## src/rtl/ddr_rd_arbiter_if.sv

```systemverilog
// Bundle of requester ports, per-port read streams and the AXI4 read channels
// around the two-port DDR3 read arbiter. The arbiter takes the master view
// because it masters the AXI read port. Requesters and the memory controller
// together take the slave view.
interface ddr_rd_arbiter_if #(
    parameter int unsigned ADDR_W = 28,
    parameter int unsigned DATA_W = 128
);
    // Requester 0
    logic              req0_valid;
    logic [ADDR_W-1:0] req0_addr;
    logic [7:0]        req0_len;
    logic              req0_ready;
    logic [DATA_W-1:0] rd0_data;
    logic              rd0_valid;
    logic              rd0_last;
    logic              rd0_err;
    logic              rd0_ready;

    // Requester 1
    logic              req1_valid;
    logic [ADDR_W-1:0] req1_addr;
    logic [7:0]        req1_len;
    logic              req1_ready;
    logic [DATA_W-1:0] rd1_data;
    logic              rd1_valid;
    logic              rd1_last;
    logic              rd1_err;
    logic              rd1_ready;

    // AXI4 read address channel
    logic [ADDR_W-1:0] m_axi_araddr;
    logic [7:0]        m_axi_arlen;
    logic [2:0]        m_axi_arsize;
    logic [1:0]        m_axi_arburst;
    logic              m_axi_arid;
    logic              m_axi_arvalid;
    logic              m_axi_arready;

    // AXI4 read data channel
    logic [DATA_W-1:0] m_axi_rdata;
    logic [1:0]        m_axi_rresp;
    logic              m_axi_rlast;
    logic              m_axi_rid;
    logic              m_axi_rvalid;
    logic              m_axi_rready;

    // Sticky protocol flags
    logic              err_4k;
    logic              err_last;

    modport master (
        input  req0_valid, req0_addr, req0_len,
        output req0_ready,
        output rd0_data, rd0_valid, rd0_last, rd0_err,
        input  rd0_ready,
        input  req1_valid, req1_addr, req1_len,
        output req1_ready,
        output rd1_data, rd1_valid, rd1_last, rd1_err,
        input  rd1_ready,
        output m_axi_araddr, m_axi_arlen, m_axi_arsize, m_axi_arburst, m_axi_arid,
        output m_axi_arvalid,
        input  m_axi_arready,
        input  m_axi_rdata, m_axi_rresp, m_axi_rlast, m_axi_rid, m_axi_rvalid,
        output m_axi_rready,
        output err_4k, err_last
    );

    modport slave (
        output req0_valid, req0_addr, req0_len,
        input  req0_ready,
        input  rd0_data, rd0_valid, rd0_last, rd0_err,
        output rd0_ready,
        output req1_valid, req1_addr, req1_len,
        input  req1_ready,
        input  rd1_data, rd1_valid, rd1_last, rd1_err,
        output rd1_ready,
        input  m_axi_araddr, m_axi_arlen, m_axi_arsize, m_axi_arburst, m_axi_arid,
        input  m_axi_arvalid,
        output m_axi_arready,
        output m_axi_rdata, m_axi_rresp, m_axi_rlast, m_axi_rid, m_axi_rvalid,
        input  m_axi_rready,
        input  err_4k, err_last
    );
endinterface

```

## src/rtl/ddr_rd_arbiter.sv

```systemverilog
// Two-port round-robin read arbiter in front of the DDR3 controller AXI4 read
// port. One burst is outstanding at a time. The AR channel is fully registered.
// R beats are steered combinationally to the granted port. Two sticky flags
// record 4 KB crossings and RLAST/RID inconsistencies.
module ddr_rd_arbiter #(
    parameter int unsigned ADDR_W = 28,
    parameter int unsigned DATA_W = 128
) (
    input  logic             axi_aclk,
    input  logic             axi_aresetn,
    ddr_rd_arbiter_if.master bus
);

    localparam int unsigned       SIZE      = $clog2(DATA_W / 8);
    // Sub-beat address bits are dropped so every burst starts beat-aligned
    localparam logic [ADDR_W-1:0] ADDR_MASK = ~ADDR_W'((1 << SIZE) - 1);

    typedef enum logic [1:0] {StIdle, StAr, StR} state_e;

    state_e            state_q;
    logic              grant_q;
    logic              last_grant_q;
    logic [ADDR_W-1:0] addr_q;
    logic [7:0]        len_q;
    logic              arvalid_q;
    logic [1:0]        req_ready_q;
    logic [8:0]        beat_cnt_q;
    logic              err_4k_q;
    logic              err_last_q;

    logic              pick_valid;
    logic              pick_port;
    logic [ADDR_W-1:0] pick_addr;
    logic [7:0]        pick_len;
    logic [31:0]       burst_end;
    logic              cross_4k;

    logic              in_r;
    logic              sel_ready;
    logic              r_hs;
    logic              last_bad;

    // Round-robin pick among pending requests and 4 KB check on the winner
    always_comb begin
        pick_valid = bus.req0_valid || bus.req1_valid;
        if (bus.req0_valid && bus.req1_valid) begin
            pick_port = ~last_grant_q;
        end else begin
            pick_port = bus.req1_valid;
        end
        pick_addr = pick_port ? bus.req1_addr : bus.req0_addr;
        pick_len  = pick_port ? bus.req1_len : bus.req0_len;
        burst_end = 32'(pick_addr[11:0]) + ((32'(pick_len) + 32'd1) << SIZE);
        cross_4k  = burst_end > 32'd4096;
    end

    // R-channel steering and per-beat protocol check
    always_comb begin
        in_r      = (state_q == StR);
        sel_ready = grant_q ? bus.rd1_ready : bus.rd0_ready;
        r_hs      = in_r && bus.m_axi_rvalid && sel_ready;
        // RLAST must land exactly on beat len+1, and RID must name the granted port
        last_bad  = (bus.m_axi_rlast != (beat_cnt_q == {1'b0, len_q}))
                    || (bus.m_axi_rid != grant_q);
    end

    // Arbitration FSM with registered AR channel, request acks and error flags
    always_ff @(posedge axi_aclk or negedge axi_aresetn) begin
        if (!axi_aresetn) begin
            state_q      <= StIdle;
            grant_q      <= 1'b0;
            last_grant_q <= 1'b1;
            addr_q       <= '0;
            len_q        <= '0;
            arvalid_q    <= 1'b0;
            req_ready_q  <= 2'b00;
            beat_cnt_q   <= '0;
            err_4k_q     <= 1'b0;
            err_last_q   <= 1'b0;
        end else begin
            req_ready_q <= 2'b00;
            case (state_q)
                StIdle: begin
                    if (pick_valid) begin
                        grant_q      <= pick_port;
                        last_grant_q <= pick_port;
                        addr_q       <= pick_addr & ADDR_MASK;
                        len_q        <= pick_len;
                        arvalid_q    <= 1'b1;
                        if (cross_4k) begin
                            err_4k_q <= 1'b1;
                        end
                        state_q      <= StAr;
                    end
                end
                StAr: begin
                    if (bus.m_axi_arready) begin
                        arvalid_q            <= 1'b0;
                        req_ready_q[grant_q] <= 1'b1;
                        beat_cnt_q           <= '0;
                        state_q              <= StR;
                    end
                end
                StR: begin
                    if (r_hs) begin
                        beat_cnt_q <= beat_cnt_q + 9'd1;
                        if (last_bad) begin
                            err_last_q <= 1'b1;
                        end
                        if (bus.m_axi_rlast) begin
                            state_q <= StIdle;
                        end
                    end
                end
                default: begin
                    state_q <= StIdle;
                end
            endcase
        end
    end

    assign bus.m_axi_araddr  = addr_q;
    assign bus.m_axi_arlen   = len_q;
    assign bus.m_axi_arsize  = 3'(SIZE);
    assign bus.m_axi_arburst = 2'b01;
    assign bus.m_axi_arid    = grant_q;
    assign bus.m_axi_arvalid = arvalid_q;

    assign bus.req0_ready    = req_ready_q[0];
    assign bus.req1_ready    = req_ready_q[1];

    // Data fans out to both ports. Only the granted port sees valid/last/err.
    assign bus.rd0_data      = bus.m_axi_rdata;
    assign bus.rd1_data      = bus.m_axi_rdata;
    assign bus.rd0_valid     = in_r && !grant_q && bus.m_axi_rvalid;
    assign bus.rd1_valid     = in_r && grant_q && bus.m_axi_rvalid;
    assign bus.rd0_last      = in_r && !grant_q && bus.m_axi_rlast;
    assign bus.rd1_last      = in_r && grant_q && bus.m_axi_rlast;
    assign bus.rd0_err       = in_r && !grant_q && (bus.m_axi_rresp != 2'b00);
    assign bus.rd1_err       = in_r && grant_q && (bus.m_axi_rresp != 2'b00);
    assign bus.m_axi_rready  = in_r && sel_ready;

    assign bus.err_4k        = err_4k_q;
    assign bus.err_last      = err_last_q;

endmodule

```

## src/flat_wrapper.sv

```systemverilog
// flat-port wrapper written by rule: the top's interface ports become plain ports
module ddr_rd_arbiter_flat 
#(
    parameter int unsigned ADDR_W = 28,
    parameter int unsigned DATA_W = 128
)
  (axi_aclk, axi_aresetn, bus_req0_valid, bus_req0_addr, bus_req0_len, bus_req0_ready, bus_rd0_data, bus_rd0_valid, bus_rd0_last, bus_rd0_err, bus_rd0_ready, bus_req1_valid, bus_req1_addr, bus_req1_len, bus_req1_ready, bus_rd1_data, bus_rd1_valid, bus_rd1_last, bus_rd1_err, bus_rd1_ready, bus_m_axi_araddr, bus_m_axi_arlen, bus_m_axi_arsize, bus_m_axi_arburst, bus_m_axi_arid, bus_m_axi_arvalid, bus_m_axi_arready, bus_m_axi_rdata, bus_m_axi_rresp, bus_m_axi_rlast, bus_m_axi_rid, bus_m_axi_rvalid, bus_m_axi_rready, bus_err_4k, bus_err_last);
  ddr_rd_arbiter_if #(.ADDR_W(ADDR_W), .DATA_W(DATA_W)) bus_i ();
  input  logic axi_aclk;
  input  logic axi_aresetn;
  input wire logic [$bits(bus_i.req0_valid)-1:0] bus_req0_valid;
  input wire logic [$bits(bus_i.req0_addr)-1:0] bus_req0_addr;
  input wire logic [$bits(bus_i.req0_len)-1:0] bus_req0_len;
  output wire logic [$bits(bus_i.req0_ready)-1:0] bus_req0_ready;
  output wire logic [$bits(bus_i.rd0_data)-1:0] bus_rd0_data;
  output wire logic [$bits(bus_i.rd0_valid)-1:0] bus_rd0_valid;
  output wire logic [$bits(bus_i.rd0_last)-1:0] bus_rd0_last;
  output wire logic [$bits(bus_i.rd0_err)-1:0] bus_rd0_err;
  input wire logic [$bits(bus_i.rd0_ready)-1:0] bus_rd0_ready;
  input wire logic [$bits(bus_i.req1_valid)-1:0] bus_req1_valid;
  input wire logic [$bits(bus_i.req1_addr)-1:0] bus_req1_addr;
  input wire logic [$bits(bus_i.req1_len)-1:0] bus_req1_len;
  output wire logic [$bits(bus_i.req1_ready)-1:0] bus_req1_ready;
  output wire logic [$bits(bus_i.rd1_data)-1:0] bus_rd1_data;
  output wire logic [$bits(bus_i.rd1_valid)-1:0] bus_rd1_valid;
  output wire logic [$bits(bus_i.rd1_last)-1:0] bus_rd1_last;
  output wire logic [$bits(bus_i.rd1_err)-1:0] bus_rd1_err;
  input wire logic [$bits(bus_i.rd1_ready)-1:0] bus_rd1_ready;
  output wire logic [$bits(bus_i.m_axi_araddr)-1:0] bus_m_axi_araddr;
  output wire logic [$bits(bus_i.m_axi_arlen)-1:0] bus_m_axi_arlen;
  output wire logic [$bits(bus_i.m_axi_arsize)-1:0] bus_m_axi_arsize;
  output wire logic [$bits(bus_i.m_axi_arburst)-1:0] bus_m_axi_arburst;
  output wire logic [$bits(bus_i.m_axi_arid)-1:0] bus_m_axi_arid;
  output wire logic [$bits(bus_i.m_axi_arvalid)-1:0] bus_m_axi_arvalid;
  input wire logic [$bits(bus_i.m_axi_arready)-1:0] bus_m_axi_arready;
  input wire logic [$bits(bus_i.m_axi_rdata)-1:0] bus_m_axi_rdata;
  input wire logic [$bits(bus_i.m_axi_rresp)-1:0] bus_m_axi_rresp;
  input wire logic [$bits(bus_i.m_axi_rlast)-1:0] bus_m_axi_rlast;
  input wire logic [$bits(bus_i.m_axi_rid)-1:0] bus_m_axi_rid;
  input wire logic [$bits(bus_i.m_axi_rvalid)-1:0] bus_m_axi_rvalid;
  output wire logic [$bits(bus_i.m_axi_rready)-1:0] bus_m_axi_rready;
  output wire logic [$bits(bus_i.err_4k)-1:0] bus_err_4k;
  output wire logic [$bits(bus_i.err_last)-1:0] bus_err_last;
  assign bus_i.req0_valid = bus_req0_valid;
  assign bus_i.req0_addr = bus_req0_addr;
  assign bus_i.req0_len = bus_req0_len;
  assign bus_req0_ready = bus_i.req0_ready;
  assign bus_rd0_data = bus_i.rd0_data;
  assign bus_rd0_valid = bus_i.rd0_valid;
  assign bus_rd0_last = bus_i.rd0_last;
  assign bus_rd0_err = bus_i.rd0_err;
  assign bus_i.rd0_ready = bus_rd0_ready;
  assign bus_i.req1_valid = bus_req1_valid;
  assign bus_i.req1_addr = bus_req1_addr;
  assign bus_i.req1_len = bus_req1_len;
  assign bus_req1_ready = bus_i.req1_ready;
  assign bus_rd1_data = bus_i.rd1_data;
  assign bus_rd1_valid = bus_i.rd1_valid;
  assign bus_rd1_last = bus_i.rd1_last;
  assign bus_rd1_err = bus_i.rd1_err;
  assign bus_i.rd1_ready = bus_rd1_ready;
  assign bus_m_axi_araddr = bus_i.m_axi_araddr;
  assign bus_m_axi_arlen = bus_i.m_axi_arlen;
  assign bus_m_axi_arsize = bus_i.m_axi_arsize;
  assign bus_m_axi_arburst = bus_i.m_axi_arburst;
  assign bus_m_axi_arid = bus_i.m_axi_arid;
  assign bus_m_axi_arvalid = bus_i.m_axi_arvalid;
  assign bus_i.m_axi_arready = bus_m_axi_arready;
  assign bus_i.m_axi_rdata = bus_m_axi_rdata;
  assign bus_i.m_axi_rresp = bus_m_axi_rresp;
  assign bus_i.m_axi_rlast = bus_m_axi_rlast;
  assign bus_i.m_axi_rid = bus_m_axi_rid;
  assign bus_i.m_axi_rvalid = bus_m_axi_rvalid;
  assign bus_m_axi_rready = bus_i.m_axi_rready;
  assign bus_err_4k = bus_i.err_4k;
  assign bus_err_last = bus_i.err_last;
  ddr_rd_arbiter #(.ADDR_W(ADDR_W), .DATA_W(DATA_W)) u_core (.axi_aclk(axi_aclk), .axi_aresetn(axi_aresetn), .bus(bus_i));
endmodule
```

## config.mk

```make
export PLATFORM = sky130hd
export DESIGN_NAME = ddr_rd_arbiter_flat
export DESIGN_NICKNAME = d
export VERILOG_FILES = /design/src/rtl/ddr_rd_arbiter_if.sv /design/src/rtl/ddr_rd_arbiter.sv /design/src/flat_wrapper.sv
export SDC_FILE = /design/constraint.sdc
export NUM_CORES = 1
export LEC_CHECK = 0
export BUFFER_PORTS_ARGS = -buffer_cell sky130_fd_sc_hd__buf_2
export CORE_AREA = 2 2 205 207
export CTS_CLUSTER_DIAMETER = 150
export CTS_CLUSTER_SIZE = 16
export DETAILED_ROUTE_END_ITERATION = 8
export DIE_AREA = 0 0 207 209
export GPL_TIMING_DRIVEN = 0
export SETUP_SLACK_MARGIN = 0.05
export SLEW_MARGIN = 25
export SYNTH_ARGS = -nofsm -noshare
export SYNTH_HDL_FRONTEND = slang
export SYNTH_SLANG_ARGS = --single-unit
```

## constraint.sdc

```tcl
create_clock -name axi_aclk -period 3.7 [get_ports axi_aclk]
set_clock_uncertainty 0.15 [all_clocks]
set_input_delay 0.37 -clock axi_aclk [delete_from_list [all_inputs] [get_ports axi_aclk]]
set_output_delay 0.37 -clock axi_aclk [all_outputs]
set_load 0.01 [all_outputs]
```

**After elaboration in Yosys (flattened, before gate mapping)**

Cells that the tools add are included.

- Output and inout bits: 310
- Logic and storage cells: 71
- Flip-flop bits (word level): 50

- Reductions and logical operators: 26
- Bitwise logic cells: 1
- Add/subtract/negate cells: 3
- Equality and inequality tests: 9
- Muxes and demuxes: 19
- Magnitude comparators: 3

Operators by type and width:

| operator | count |
|---|---|
| adder 12 x 32 -> 32 bit | 1 |
| > comparator 32 x 13 -> 1 bit, second input constant | 1 |
| 2-to-1 mux 28 bit | 1 |
| 2-to-1 mux 9 bit | 2 |
| one-hot mux 9 bit (2 select lines) | 1 |
| logical AND 1 bit | 13 |
| 2-to-1 mux 2 bit | 6 |
| AND reduction 3 bit | 4 |
| adder 8 x 1 -> 9 bit, second input constant | 1 |
| adder 9 x 1 -> 9 bit, second input constant | 1 |
| equality test 9 x 8 -> 1 bit | 1 |
| 2-to-1 mux 8 bit | 1 |
| != test 2 bit, second input constant | 3 |
| one-hot mux 2 bit (3 select lines) | 1 |
| nonzero test 2 bit | 3 |
| 2-to-1 mux 1 bit | 5 |
| AND reduction 4 bit | 1 |
| equality test 2 x 1 -> 1 bit, second input constant | 1 |
| equality test 2 bit, second input constant | 1 |
| logical NOT 2 bit | 1 |
| logical OR 1 bit | 2 |
| < comparator 1 x 2 -> 1 bit, second input constant | 1 |
| != test 1 bit | 2 |
| != test 2 x 1 -> 1 bit, second input constant | 1 |
| other kinds (6) | 6 |

**Longest topological paths before layout**

- Word-level depth: 7
- Depth in mapped cells: 14
- Gate-level depth less buffers: 14

**Worst setup path after synthesis**

OpenSTA, ideal clock, no wires.

- Path type: input -> register
- From: input bus_req1_valid
- To: register u_core.err_4k_q (netlist: u_core.bus.err_4k)
- Stages: 13
- Arrival: 3.125 ns
- Path buffers: 1
- Slack: 0.299 ns
- Setup time: 0.126 ns
- Cells stage by stage: a21boi_4 -> buf_2 -> mux2_2 -> ha_1 -> a21boi_2 -> xnor2_1 -> ha_1 -> and3_1 -> a221oi_2 -> o31ai_1 -> xnor2_1 -> nand4_1 -> a311o_1

- Word-level cells in the longest chain between the ends: 7
- Elaborated cells on any way between the ends: 9
- Those cells by class: add/sub (2); order compare (1); mux (3); reduce/logical (3)

Ends and longest elaborated chain:

| element | line | RTL |
|---|---|---|
| start: declaration | flat_wrapper.sv:20 | `input wire logic [$bits(bus_i.req1_valid)-1:0] bus_req1_valid;` |
| logical AND 1 bit | ddr_rd_arbiter.sv:46 | `if (bus.req0_valid && bus.req1_valid) begin` |
| 2-to-1 mux 1 bit (*) | ddr_rd_arbiter.sv:46 |  |
| 2-to-1 mux 8 bit (*) | ddr_rd_arbiter.sv:52 | `pick_len = pick_port ? bus.req1_len : bus.req0_len;` |
| named net u_core.pick_len[1] | ddr_rd_arbiter.sv:34 | `logic [7:0] pick_len;` |
| adder 8 x 1 -> 9 bit (*) | ddr_rd_arbiter.sv:53 | `burst_end = 32'(pick_addr[11:0]) + ((32'(pick_len) + 32'd1) << SIZE);` |
| adder 12 x 32 -> 32 bit (*) | ddr_rd_arbiter.sv:53 |  |
| > comparator 32 x 13 -> 1 bit (*) | ddr_rd_arbiter.sv:54 | `cross_4k = burst_end > 32'd4096;` |
| AND reduction 3 bit (no source line) (*) | -- |  |
| end signal: assignment | ddr_rd_arbiter.sv:78 | `err_4k_q <= 1'b0;` |
| end signal: assignment | ddr_rd_arbiter.sv:91 | `err_4k_q <= 1'b1;` |
| end: declaration | ddr_rd_arbiter.sv:28 | `logic err_4k_q;` |

Mark *: on every way through the listed nets, which the timed path passes. The rest lies on a longest branch.
A chain may end at the register's enable or synchronous reset.

**Final worst setup path**

- From: register u_core.last_grant_q
- To: register u_core.err_4k_q (netlist: u_core.bus.err_4k)

- Word-level cells in the longest chain between the ends: 7
- Elaborated cells on any way between the ends: 8
- Those cells by class: add/sub (2); order compare (1); mux (3); bitwise (1); reduce/logical (1)

Ends and longest elaborated chain:

| element | line | RTL |
|---|---|---|
| start: declaration | ddr_rd_arbiter.sv:22 | `logic last_grant_q;` |
| start signal: assignment | ddr_rd_arbiter.sv:86 | `last_grant_q <= pick_port;` |
| inverter 1 bit | ddr_rd_arbiter.sv:47 | `pick_port = ~last_grant_q;` |
| 2-to-1 mux 1 bit | ddr_rd_arbiter.sv:46 |  |
| 2-to-1 mux 8 bit | ddr_rd_arbiter.sv:52 |  |
| named net u_core.pick_len[1] | ddr_rd_arbiter.sv:34 |  |
| adder 8 x 1 -> 9 bit | ddr_rd_arbiter.sv:53 |  |
| adder 12 x 32 -> 32 bit | ddr_rd_arbiter.sv:53 |  |
| > comparator 32 x 13 -> 1 bit | ddr_rd_arbiter.sv:54 |  |
| AND reduction 3 bit (no source line) | -- |  |

The timed path passes the listed nets, and every way through them passes these cells.

==> results.sh <==
export IMPL_grt_overflow=0
export IMPL_clk_pin_slew_worst_paths_ns=0.08
export IMPL_area_growth_pct=59.3
export IMPL_hold_ws_ns=0.118
export IMPL_r2r_end="u_core.bus.err_4k"
export IMPL_critPathCapture="u_core.bus.err_4k"
export IMPL_clock_sinks=50
export IMPL_final_cell_mix="buf_2, buf_4, nand2_1"
export IMPL_crit_family="compound AO/OA/AOI/OAI gates"
export IMPL_ys_ff_latch=50
export IMPL_clock_root_buffer="clkbuf_16"
export IMPL_syn_inst=587
export IMPL_r2r_setup_slack_ns=0.18
export IMPL_arrival_ns=3.56
export IMPL_cp_num_cells=13
export IMPL_cp_data_required_time_ns=3.74
export IMPL_setup_violations=0
export IMPL_avgSynthCellArea_sq_um=8.59
export IMPL_grt_pass1_vias=4872
export IMPL_peakVddDrop_uv=174
export IMPL_dieArea_sq_mm=0.0433
export IMPL_regArea_sq_mm=0.00125
export IMPL_cts_buffers=5
export IMPL_drt_iter0_markers=140
export IMPL_relSlewSlack_pct=51.2
export IMPL_yosys_warnings=0
export IMPL_grt_pass1_wl_mm=27.7
export IMPL_fill_cells=4622
export IMPL_cts_max_level=2
export IMPL_ys_seq_area_share_pct=24.9
export IMPL_vias=5037
export IMPL_min_path_type="primary input to register"
export IMPL_clk_latency_ns=0.31
export IMPL_multiInputGateArea_sq_mm=0.00182
export IMPL_period_share_pct=95.0
export IMPL_hpwlAfterDp_mm=17.2
export IMPL_dp_slack_ns=-0.521
export IMPL_end_kind="register"
export IMPL_outcome="finished clean"
export IMPL_rsz0062_at_grt="false"
export IMPL_synth_ff_type="dfrtp_1"
export IMPL_max_cap_viol_count=0
export IMPL_hold_violations=0
export IMPL_critPathBufInv=2
export IMPL_postRouteAntennaNets=0
export IMPL_post_drt_wl_per_cell_um=12.8
export IMPL_crit_fanout=5
export IMPL_gp_congestion=0.940
export IMPL_setup_ws_ns=0.183
export IMPL_synthesis_area_sq_mm=0.00504
export IMPL_rows=75
export IMPL_synth_distinct_cells=45
export IMPL_p_leak_nw=4.40
export IMPL_grt_max_degree=51
export IMPL_crit_start="u_core.last_grant_q"
export IMPL_cp_start_kind="register"
export IMPL_fmax_mhz=284
export IMPL_pin_count=522
export IMPL_drv_slew=0
export IMPL_cp_slowest_cell="dfstp_2"
export IMPL_die_h_um=209
export IMPL_vias_per_cell=3.28
export IMPL_critPathMaxStageDelay_ns=0.40
export IMPL_die_w_um=207
export IMPL_drt_pass1_iterations=4
export IMPL_r2r_cells=13
export IMPL_postSynth_asyncResetShare_pct=100
export IMPL_path_cells="a21boi_4 > buf_12 > mux2_2 > ha_1 > a21boi_4 > xnor2_2 > ha_1 > and3_4 > a221oi_4 > buf_4 > xnor2_1 > nand4_1 > a311o_1"
export IMPL_grt_usage_pct=8.37
export IMPL_final_common_cell="buf_2"
export IMPL_criticalPathCategory="register to register"
export IMPL_drc=0
export IMPL_cts_tree="done"
export IMPL_finalWirelength_mm=19.7
export IMPL_synth_edf_count=0
export IMPL_tightest_slew_ns=0.733
export IMPL_core_area_sq_mm=0.0413
export IMPL_portBuffers=384
export IMPL_r2r_start="u_core.last_grant_q"
export IMPL_layout_nets=1219
export IMPL_setup_tns_ns=0
export IMPL_power_density_mw_per_mm2=411
export IMPL_clockBufferDepth=2
export IMPL_post_route_min_period_ns=3.52
export IMPL_drive_gt1_share_pct=69.8
export IMPL_start_util_pct=12.2
export IMPL_antenna_found_initial=2
[worst min-delay path by stage]
stage	start	to	slack, ns	cells after the start
after floorplan	axi_aresetn	u_core.beat_cnt_q[0]	-0.08	0
after global placement	u_core.bus.err_last	u_core.bus.err_last	0.30	1
after detailed placement	u_core.bus.err_last	u_core.bus.err_last	0.30	1
after CTS	bus_m_axi_arready	u_core.state_q[0]	0.11	2
after global routing	bus_req0_valid	u_core.last_grant_q	0.14	2
final	bus_m_axi_arready	u_core.state_q[0]	0.12	2
[logic make-up (layout without fill, tap and decap cells)]
group | count (synthesis) | count (layout) | share of synthesized area [%]
AOI/OAI and AO/OA | 53 | 53 | 6.73
and+or+nand+nor | 119 | 119 | 10.9
muxes | 37 | 37 | 7.57
xor gates and xnor gates | 33 | 33 | 5.73
adders and majority gates | 12 | 12 | 3.13
buffers and inverters | 281 | 683 | 40.9
other | 2 | 11 | 0.149
DFF | 50 | 50 | 24.9
[stage by stage]
stage / utilization [%] / total power [W] / std cells / area (sq um)
4_1_cts: 19.1 / 0.00331 / 1527 / 7890
3_3_place_gp: 18.6 / 0.00265 / 1517 / 7660
5_1_grt: 19.4 / 0.00357 / 1536 / 8020
3_5_place_dp: 18.6 / 0.00269 / 1517 / 7660
6_report: 19.4 / 0.00330 / 1537 / 8030
2_1_floorplan: - / 0.00198 / 594 / 5070
[worst register-to-register path, delay by kind of cell, from the launching register on]
kind                     cells  cell delay, ns
AO/OA/AOI/OAI                4            1.04
XOR/XNOR                     2            0.25
adder cells (fa/ha/maj)      2            0.56
buffers and inverters        2            0.34
flip-flops                   1            0.40
multiplexers                 1            0.34
AND/OR/NAND/NOR              2            0.31
[per-layer routing]
layer  global-route usage, %  part of all wire, %  wire length, um
met1                    8.99                   36             7160
met3                    1.58                  6.5             1290
met2                    16.4                   55            10900
met4                    2.54                  2.1              406
met5                       0                    0                0
[sequential cells by signal (all words and copies together), names as in the netlist]
name                      count
u_core.bus.err_4k             1
u_core.bus.m_axi_arid         1
u_core.bus.m_axi_araddr      24
u_core.last_grant_q           1
u_core.req_ready_q            2
u_core.bus.err_last           1
u_core.bus.m_axi_arlen        8
u_core.beat_cnt_q             9
u_core.state_q                2
u_core.bus.m_axi_arvalid      1
[where the power goes]
group          internal [W]  leakage (nW)  switching [W]
clock network      0.000325        0.0820       0.000242
logic              0.000844          3.70       0.000975
registers          0.000768         0.623       0.000147
total               0.00194          4.40        0.00136
[cell type report]
class,count,area share [%]
Buffer,277,25.8
Timing Repair Buffer,394,25.2
Multi-Input combinational cell,263,22.6
Sequential cell,50,15.6
Tap cell,539,8.40
Clock buffer,5,1.56
Clock inverter,3,0.608
Inverter,4,0.187
Antenna cell,2,0.0624
[Yosys cell counts, types with 2 or more instances]
cell type | count | area [sq um]
dfrtp_1 | 49 | 1230
buf_4 | 265 | 1990
and2_1 | 4 | 25.0
xnor2_1 | 14 | 123
a21oi_1 | 7 | 35.0
mux2_2 | 9 | 101
clkbuf_1 | 7 | 26.3
xor2_1 | 19 | 166
nor2_1 | 14 | 52.6
conb_1 | 2 | 7.51
nand2b_1 | 3 | 18.8
buf_2 | 4 | 20.0
o21ai_0 | 28 | 140
nor3_1 | 4 | 20.0
mux2i_1 | 28 | 280
nor4_1 | 2 | 12.5
nand3b_1 | 2 | 15.0
inv_1 | 4 | 15.0
nand2_1 | 66 | 248
nand3_1 | 9 | 45.0
a31oi_1 | 2 | 12.5
nand4_1 | 6 | 37.5
and3_1 | 4 | 25.0
ha_1 | 11 | 138
a21o_1 | 4 | 30.0
[repair_timing]
item	4_1_cts	5_1_grt
endpoints found under the hold margin	30	0
endpoints found under the setup margin	1	1
hold buffers	1	0
pin swaps	1	5
setup buffers	1	7
cloned	0	1
resized for setup	8	9
Power figures use the tool's default switching activity.
